==> config.mk <==
export PLATFORM = sky130hd
export DESIGN_NAME = axi_st_downsizer
export DESIGN_NICKNAME = d
export VERILOG_FILES = /design/src/rtl/axi_st_downsizer.sv
export SDC_FILE = /design/constraint.sdc
export NUM_CORES = 1
export LEC_CHECK = 0
export CAP_MARGIN = 0
export CORE_MARGIN = 10
export CORE_UTILIZATION = 52
export CTS_CLUSTER_SIZE = 8
export DETAILED_ROUTE_END_ITERATION = 16
export PLACE_DENSITY = 0.88
export SLEW_MARGIN = 25
export SYNTH_ARGS = -nofsm -noshare
export SYNTH_HDL_FRONTEND = slang
export SYNTH_SLANG_ARGS = --single-unit
==> constraint.sdc <==
create_clock -name clk -period 5.1 [get_ports clk]
set_clock_uncertainty 0.05 [all_clocks]
set_input_delay 1.53 -clock clk [delete_from_list [all_inputs] [get_ports clk]]
set_output_delay 1.53 -clock clk [all_outputs]
set_load 0.1 [all_outputs]
==> src/rtl/axi_st_downsizer.sv <==
// AXI Stream downsizer: accepts wide beats and emits one kept symbol per output
// beat in ascending index order, skipping null symbols and carrying sideband.
module axi_st_downsizer #(
  parameter int SYMBOL_W   = 8,
  parameter int SYMBOL_NUM = 8,
  parameter int TID_W      = 8,
  parameter int TDEST_W    = 8,
  parameter int TUSER_W    = 8
) (
  input  logic                           clk,
  input  logic                           rst_n,
  input  logic                           s_tvalid,
  output logic                           s_tready,
  input  logic [SYMBOL_W*SYMBOL_NUM-1:0] s_tdata,
  input  logic [SYMBOL_NUM-1:0]          s_tstrb,
  input  logic [SYMBOL_NUM-1:0]          s_tkeep,
  input  logic                           s_tlast,
  input  logic [TID_W-1:0]               s_tid,
  input  logic [TDEST_W-1:0]             s_tdest,
  input  logic [TUSER_W-1:0]             s_tuser,
  output logic                           m_tvalid,
  input  logic                           m_tready,
  output logic [SYMBOL_W-1:0]            m_tdata,
  output logic                           m_tstrb,
  output logic                           m_tkeep,
  output logic                           m_tlast,
  output logic [TID_W-1:0]               m_tid,
  output logic [TDEST_W-1:0]             m_tdest,
  output logic [TUSER_W-1:0]             m_tuser,
  output logic                           err_null_last
);

  localparam int DATA_W = SYMBOL_W * SYMBOL_NUM;
  localparam int IDX_W  = (SYMBOL_NUM > 1) ? $clog2(SYMBOL_NUM) : 1;

  typedef enum logic [0:0] {
    EMPTY = 1'b0,
    SHIFT = 1'b1
  } state_t;

  state_t                  state_r, state_nxt_s;
  logic [SYMBOL_NUM-1:0]   rem_r, rem_nxt_s;
  logic [DATA_W-1:0]       data_r;
  logic [SYMBOL_NUM-1:0]   strb_r;
  logic                    last_r;
  logic [TID_W-1:0]        tid_r;
  logic [TDEST_W-1:0]      tdest_r;
  logic [TUSER_W-1:0]      tuser_r;
  logic                    rst_done_r;
  logic                    err_r, err_nxt_s;

  logic [SYMBOL_NUM-1:0]   sel_oh_s;
  logic [IDX_W-1:0]        sel_idx_s;
  logic                    full_s;
  logic                    last_sym_s;
  logic                    s_hs_s, m_hs_s, load_s, null_s;

  // Lowest set bit of the remaining mask selects the symbol to emit.
  always_comb begin
    sel_idx_s = {IDX_W{1'b0}};
    for (int i = SYMBOL_NUM - 1; i >= 0; i--) begin
      if (rem_r[i]) begin
        sel_idx_s = IDX_W'(i);
      end else begin
        sel_idx_s = sel_idx_s;
      end
    end
  end

  assign sel_oh_s   = rem_r & (~rem_r + SYMBOL_NUM'(1'b1));
  assign full_s     = (state_r == SHIFT);
  assign last_sym_s = (rem_r != {SYMBOL_NUM{1'b0}}) && ((rem_r & ~sel_oh_s) == {SYMBOL_NUM{1'b0}});

  assign s_tready = rst_done_r & (~full_s | (last_sym_s & m_tready));
  assign s_hs_s   = s_tvalid & s_tready;
  assign m_hs_s   = full_s & m_tready;
  assign load_s   = s_hs_s & (s_tkeep != {SYMBOL_NUM{1'b0}});
  assign null_s   = s_hs_s & (s_tkeep == {SYMBOL_NUM{1'b0}});

  assign m_tvalid      = full_s;
  assign m_tdata       = data_r[sel_idx_s*SYMBOL_W +: SYMBOL_W];
  assign m_tstrb       = strb_r[sel_idx_s];
  assign m_tkeep       = 1'b1;
  assign m_tlast       = last_r & last_sym_s;
  assign m_tid         = tid_r;
  assign m_tdest       = tdest_r;
  assign m_tuser       = tuser_r;
  assign err_null_last = err_r;

  // Next state, next remaining mask and null-last error decision.
  always_comb begin
    state_nxt_s = state_r;
    rem_nxt_s   = rem_r;
    err_nxt_s   = null_s & s_tlast;
    case (state_r)
      EMPTY: begin
        if (load_s) begin
          state_nxt_s = SHIFT;
          rem_nxt_s   = s_tkeep;
        end else begin
          state_nxt_s = EMPTY;
          rem_nxt_s   = {SYMBOL_NUM{1'b0}};
        end
      end
      SHIFT: begin
        if (m_hs_s && last_sym_s) begin
          if (load_s) begin
            state_nxt_s = SHIFT;
            rem_nxt_s   = s_tkeep;
          end else begin
            state_nxt_s = EMPTY;
            rem_nxt_s   = {SYMBOL_NUM{1'b0}};
          end
        end else if (m_hs_s) begin
          state_nxt_s = SHIFT;
          rem_nxt_s   = rem_r & ~sel_oh_s;
        end else begin
          state_nxt_s = SHIFT;
          rem_nxt_s   = rem_r;
        end
      end
      default: begin
        state_nxt_s = EMPTY;
        rem_nxt_s   = {SYMBOL_NUM{1'b0}};
      end
    endcase
  end

  // State, mask, error pulse and reset-release tracking registers.
  always_ff @(posedge clk or negedge rst_n) begin
    if (!rst_n) begin
      state_r    <= EMPTY;
      rem_r      <= {SYMBOL_NUM{1'b0}};
      err_r      <= 1'b0;
      rst_done_r <= 1'b0;
    end else begin
      state_r    <= state_nxt_s;
      rem_r      <= rem_nxt_s;
      err_r      <= err_nxt_s;
      rst_done_r <= 1'b1;
    end
  end

  // Holding register for the accepted beat payload and sideband.
  always_ff @(posedge clk or negedge rst_n) begin
    if (!rst_n) begin
      data_r  <= {DATA_W{1'b0}};
      strb_r  <= {SYMBOL_NUM{1'b0}};
      last_r  <= 1'b0;
      tid_r   <= {TID_W{1'b0}};
      tdest_r <= {TDEST_W{1'b0}};
      tuser_r <= {TUSER_W{1'b0}};
    end else if (load_s) begin
      data_r  <= s_tdata;
      strb_r  <= s_tstrb;
      last_r  <= s_tlast;
      tid_r   <= s_tid;
      tdest_r <= s_tdest;
      tuser_r <= s_tuser;
    end
  end

endmodule

* After elaboration in Yosys (flattened, before gate mapping)
Index checks and enable logic that the tools add are counted.
** Word-level totals
- Bits of input ports :: 109
- Bits in registers :: 108
** Cells by class
- Add/sub/neg operators :: 1
- Reductions and logical operators :: 6
- Shift operators :: 1
- Mux-type cells :: 17
- $lt $le $gt $ge :: 1
- Equality and inequality tests :: 1
- Bitwise logic cells :: 14
** Operators by type and width (number)
- 64-bit by 7-bit indexed part select with 8-bit output :: 1
- 3-bit 2-to-1 mux :: 8
- 8-bit 2-to-1 mux :: 3
- 8-bit bitwise AND :: 2
- 8-bit logical NOT :: 2
- 8-bit NOT :: 2
- 8-bit case mux with 2 select lines :: 1
- 8-bit nonzero test :: 2
- 8-bit by 1-bit adder with 8-bit output (second input constant) :: 1
- 1-bit bitwise AND :: 8
- 3-bit by 4-bit less-than comparator with 1-bit output (second input constant) :: 1
- 1-bit binary-select mux with 3-bit select :: 1
- 1-bit 2-to-1 mux :: 3
- 3-bit by 1-bit != test with 1-bit output (second input constant) :: 1
- 1-bit logical AND :: 2
- 1-bit case mux with 2 select lines :: 1
- 1-bit NOT :: 1
- 1-bit OR :: 1

* Logic depth before layout (Yosys ltp)
Gate-level depths: netlist of the first run.
- Word-level depth :: 15
- Mapped depth :: 9
- Depth with buffers taken out :: 5

* Worst setup path before layout of the first run
No wires, ideal clock.
- Path type :: register -> output
- From :: register rem_r[4]
- To :: output port m_tdata[0]
- Required time :: 3.520 ns
- Slack :: -1.395 ns
- Path buffers :: 2
- Cell stages (with the launch flop) :: 8
- Arrival :: 4.915 ns
- Cell sequence :: dfrtp_1 > clkbuf_1 > nor2_1 > o21ai_0 > a21oi_1 > clkbuf_1 > mux2_2 > nor4_1
** On the way
- Cells in the longest elaborated chain, start to end :: 6
** RTL lines
- start, declared :: line 42 : logic [SYMBOL_NUM-1:0] rem_r, rem_nxt_s;
- start signal, assigned :: line 133 : rem_r <= {SYMBOL_NUM{1'b0}};
- start signal, assigned :: line 138 : rem_r <= rem_nxt_s;
- 3-bit 2-to-1 mux (5 in series) :: line 62 : if (rem_r[i]) begin
- 64-bit by 7-bit indexed part select with 8-bit output :: line 81 : assign m_tdata = data_r[sel_idx_s*SYMBOL_W +: SYMBOL_W];
- end, declared :: line 23 : output logic [SYMBOL_W-1:0] m_tdata,
No other way between the ends.

* Worst setup path after layout of the first run
- From :: input port m_tready
- To :: output port s_tready
** On the way
- Cells in the longest elaborated chain, start to end :: 3
** RTL lines
- start, declared :: line 22 : input logic m_tready,
- 1-bit bitwise AND :: line 74 : assign s_tready = rst_done_r & (~full_s | (last_sym_s & m_tready));
- 1-bit OR :: line 74
- 1-bit bitwise AND :: line 74
- end, declared :: line 13 : output logic s_tready,
No other way between the ends.

==> results of run 1 <==
logic make-up (layout without fill, tap and decap cells):
logic type	Yosys count	in the layout	synth area share (%)
AO/OA/AOI/OAI	31	31	4.38
adder cells (fa/ha/maj)	1	1	0.194
buffers and inverters	28	170	2.91
flip-flops	108	108	52.3
multiplexers	129	129	30.2
other	1	2	0.0726
AND/OR/NAND/NOR	108	108	9.95
final cells by class:
type | instances | area share, %
inverters | 2 | 0.106
clock inverters | 6 | 0.916
repair buffers | 152 | 22.2
clock buffers | 10 | 1.94
multi-input cells | 271 | 34.5
flip-flops and latches | 108 | 38.1
well taps | 133 | 2.34
worst register-to-register path: stages, from the launching register on:
cell and delay (ps):
dfrtp_1 620, maj3_1 460, o22ai_1 220, a21boi_0 150
a311o_2 520, buf_4 280, mux2_4 330
how the worst max path moves through the flow:
stage | end | from | cells past startpoint | slack (ps)
floorplan | m_tdata[0] | rem_r[4] | 7 | -220
global placement | s_tready | m_tready | 5 | 630
detailed placement | s_tready | m_tready | 5 | 600
CTS | s_tready | m_tready | 5 | 600
global route | m_tdata[0] | rem_r[0] | 6 | 460
finish | s_tready | m_tready | 5 | 600
flip-flops by register name, indices dropped and copies added, names as in the netlist:
register / flops
data_r: 64
m_tdest: 8
m_tid: 8
m_tuser: 8
rem_r: 8
strb_r: 8
err_null_last: 1
last_r: 1
m_tvalid: 1
rst_done_r: 1
metal layers:
| metal | up-vias | track usage [%] | routed length, microns | share of wire [%] |
|---|---|---|---|---|
| met3 | 10 | 6.70 | 919 | 7.1 |
| met2 | 104 | 31.4 | 6660 | 51 |
| met1 | 1830 | 21.4 | 5340 | 41 |
| li1 | 1714 | - | - | - |
| met5 | - | 0 | 0 | 0 |
| met4 | 0 | 3.09 | 95 | 0.73 |
cell usage in the layout, fill, tap and decap left out, types with 3 or more instances in the layout:
| cell | n |
|---|---|
| mux2i_1 | 5 |
| mux2_2 | 94 |
| o21ai_0 | 5 |
| buf_12 | 8 |
| nor4_4 | 9 |
| a221oi_1 | 9 |
| clkdlybuf4s50_1 | 133 |
| dfrtp_1 | 108 |
| clkbuf_8 | 10 |
| buf_4 | 11 |
| mux2_4 | 30 |
| nor2b_1 | 13 |
| nand2_1 | 15 |
| nor2_1 | 58 |
| o211ai_1 | 3 |
through the flow:
step / cell area (sq um) / setup WS, ps
global placement: 6900 / 633
finish: 7100 / 598
CTS: 7100 / 600
global route: 7100 / 463
detailed placement: 6900 / 600
floorplan: 5300 / -215
==> results.toml, run 1 <==
[status]
status = "finished clean"

[die]
rows = 36
die-area_sq_um = 14300
die_h_microns = 120
core_area_sq_um = 9730
fp.dieW_microns = 120
initial_core_util_pct = 53.1
ios = 147

[place]
place_congestion = 0.809
hpwlAfterDp_microns = 10000
dp_cells = 666
numPortBuffers = 145

[clock_network]
cts_tree = "done"
htreeDepth = 3
cts_hold_buf = 0
ctsResizeCount = 0
cts.clk_slew.worst_paths_ps = 100
post_cts_buffers = 0
cts-root-buf = "clkbuf_8"
cts_buffers = 9
worstSkewPairLatency_ps = 370
clock_path_buffers = 2
cts.sinks = 108

[final_layout]
final_cells = 682
areaGrowthSynthToFinish_pct = 37.5
post-route-util_pct = 73.0
regArea_sq_um = 2700
drive_gt1_share_pct = 31.5
antenna_cells = 0
multi_input_area_sq_um = 2450
fillers = 662
fin_nets = 653

[detailed_routing]
dr.pass1.iters = 4
wl_microns = 13000
drc = 0
viasPerCell = 5.36
drt-initial-drc-count = 156
wl_per_cell_microns = 19.1
vias = 3658
drt.antenna.violating_nets = 0

[worst_setup_path]
required_ps = 3520
cp_cell_sequence = "clkdlybuf4s50_1 -> a21boi_0 -> a31o_2 -> nor2b_1 -> buf_12"
path_buf_inv = 2
r2r_slack_ps = 2360
critPathLaunchType = "input pin"
reg2regPathDepth = 6
r2r-end = "data_r[13]"
crit_arrival_ps = 2920
r2r_start = "rem_r[0]"
endpoint_kind = "output pin"
cp_max_fo = 11
crit_slowest_cell = "clkdlybuf4s50_1"
crit_type = "input pin to output pin"
cp_top_family = "buffers and inverters"
cp_slowest_stage_delay_ps = 490

[logic_synthesis]
synthArstFlopShare_pct = 100
seq_area_frac_synth_pct = 52.3
yosysTopAreaCell = "dfrtp_1"
ys.flop_type = "dfrtp_1"
ys_ff_latch = 108
synthCells = 406
yosys_warnings = 0
synth.area.top_cells = "dfrtp_1, mux2_2, mux2_4, nor2_1, nor2b_1"
syn_avg_cell_area_sq_um = 12.7
synth.distinct_cells = 39
synth_area_sq_um = 5170
synth_most_common_cell = "dfrtp_1"
synth_edf_count = 0
synth_common_cells = "dfrtp_1, mux2_2, nor2_1, mux2_4, nand2_1"
yosysTopAreaCellShare_pct = 52.3

[timing]
period_share_pct = 88.3
fmax_mhz = 222
slew_headroom_pct = 33.5
report.final.slew_viol_count = 0
hold_viol_final = 0
fin_setup_tns_ps = 0
period_needed_ps = 4500
worstMarginPinSlew_ps = 995
grt_setup_unrepaired = "no"
hold_slack_ps = 465
finalSetupViolations = 0

[global_routing]
track_usage_pct = 18.1
grt_pass1_vias = 4009
grt_first_pass_wirelength_microns = 21100
antenna_found_initial = 0
grt.overflow.total = 0
grt_max_degree = 70

[hold_path]
holdCritPathClass = "flop to flop"
worstHoldStart = "data_r[13]"
hold_end = "data_r[13]"
whs_path_depth = 1

[flow_run]
maxCapViolations = 0
Power of run 1 is left out: the tool's default activity adds up to more than one toggle a clock period on the data nets, which glitch-free logic cannot reach.
==> inputs of run 2 (changes only) <==
- ABC_CLOCK_PERIOD_IN_PS: not set -> 5100
==> results of run 2 <==
Final layout, timing and power as in run 1 (identical DEF).
Power of run 2 is left out for the same reason.
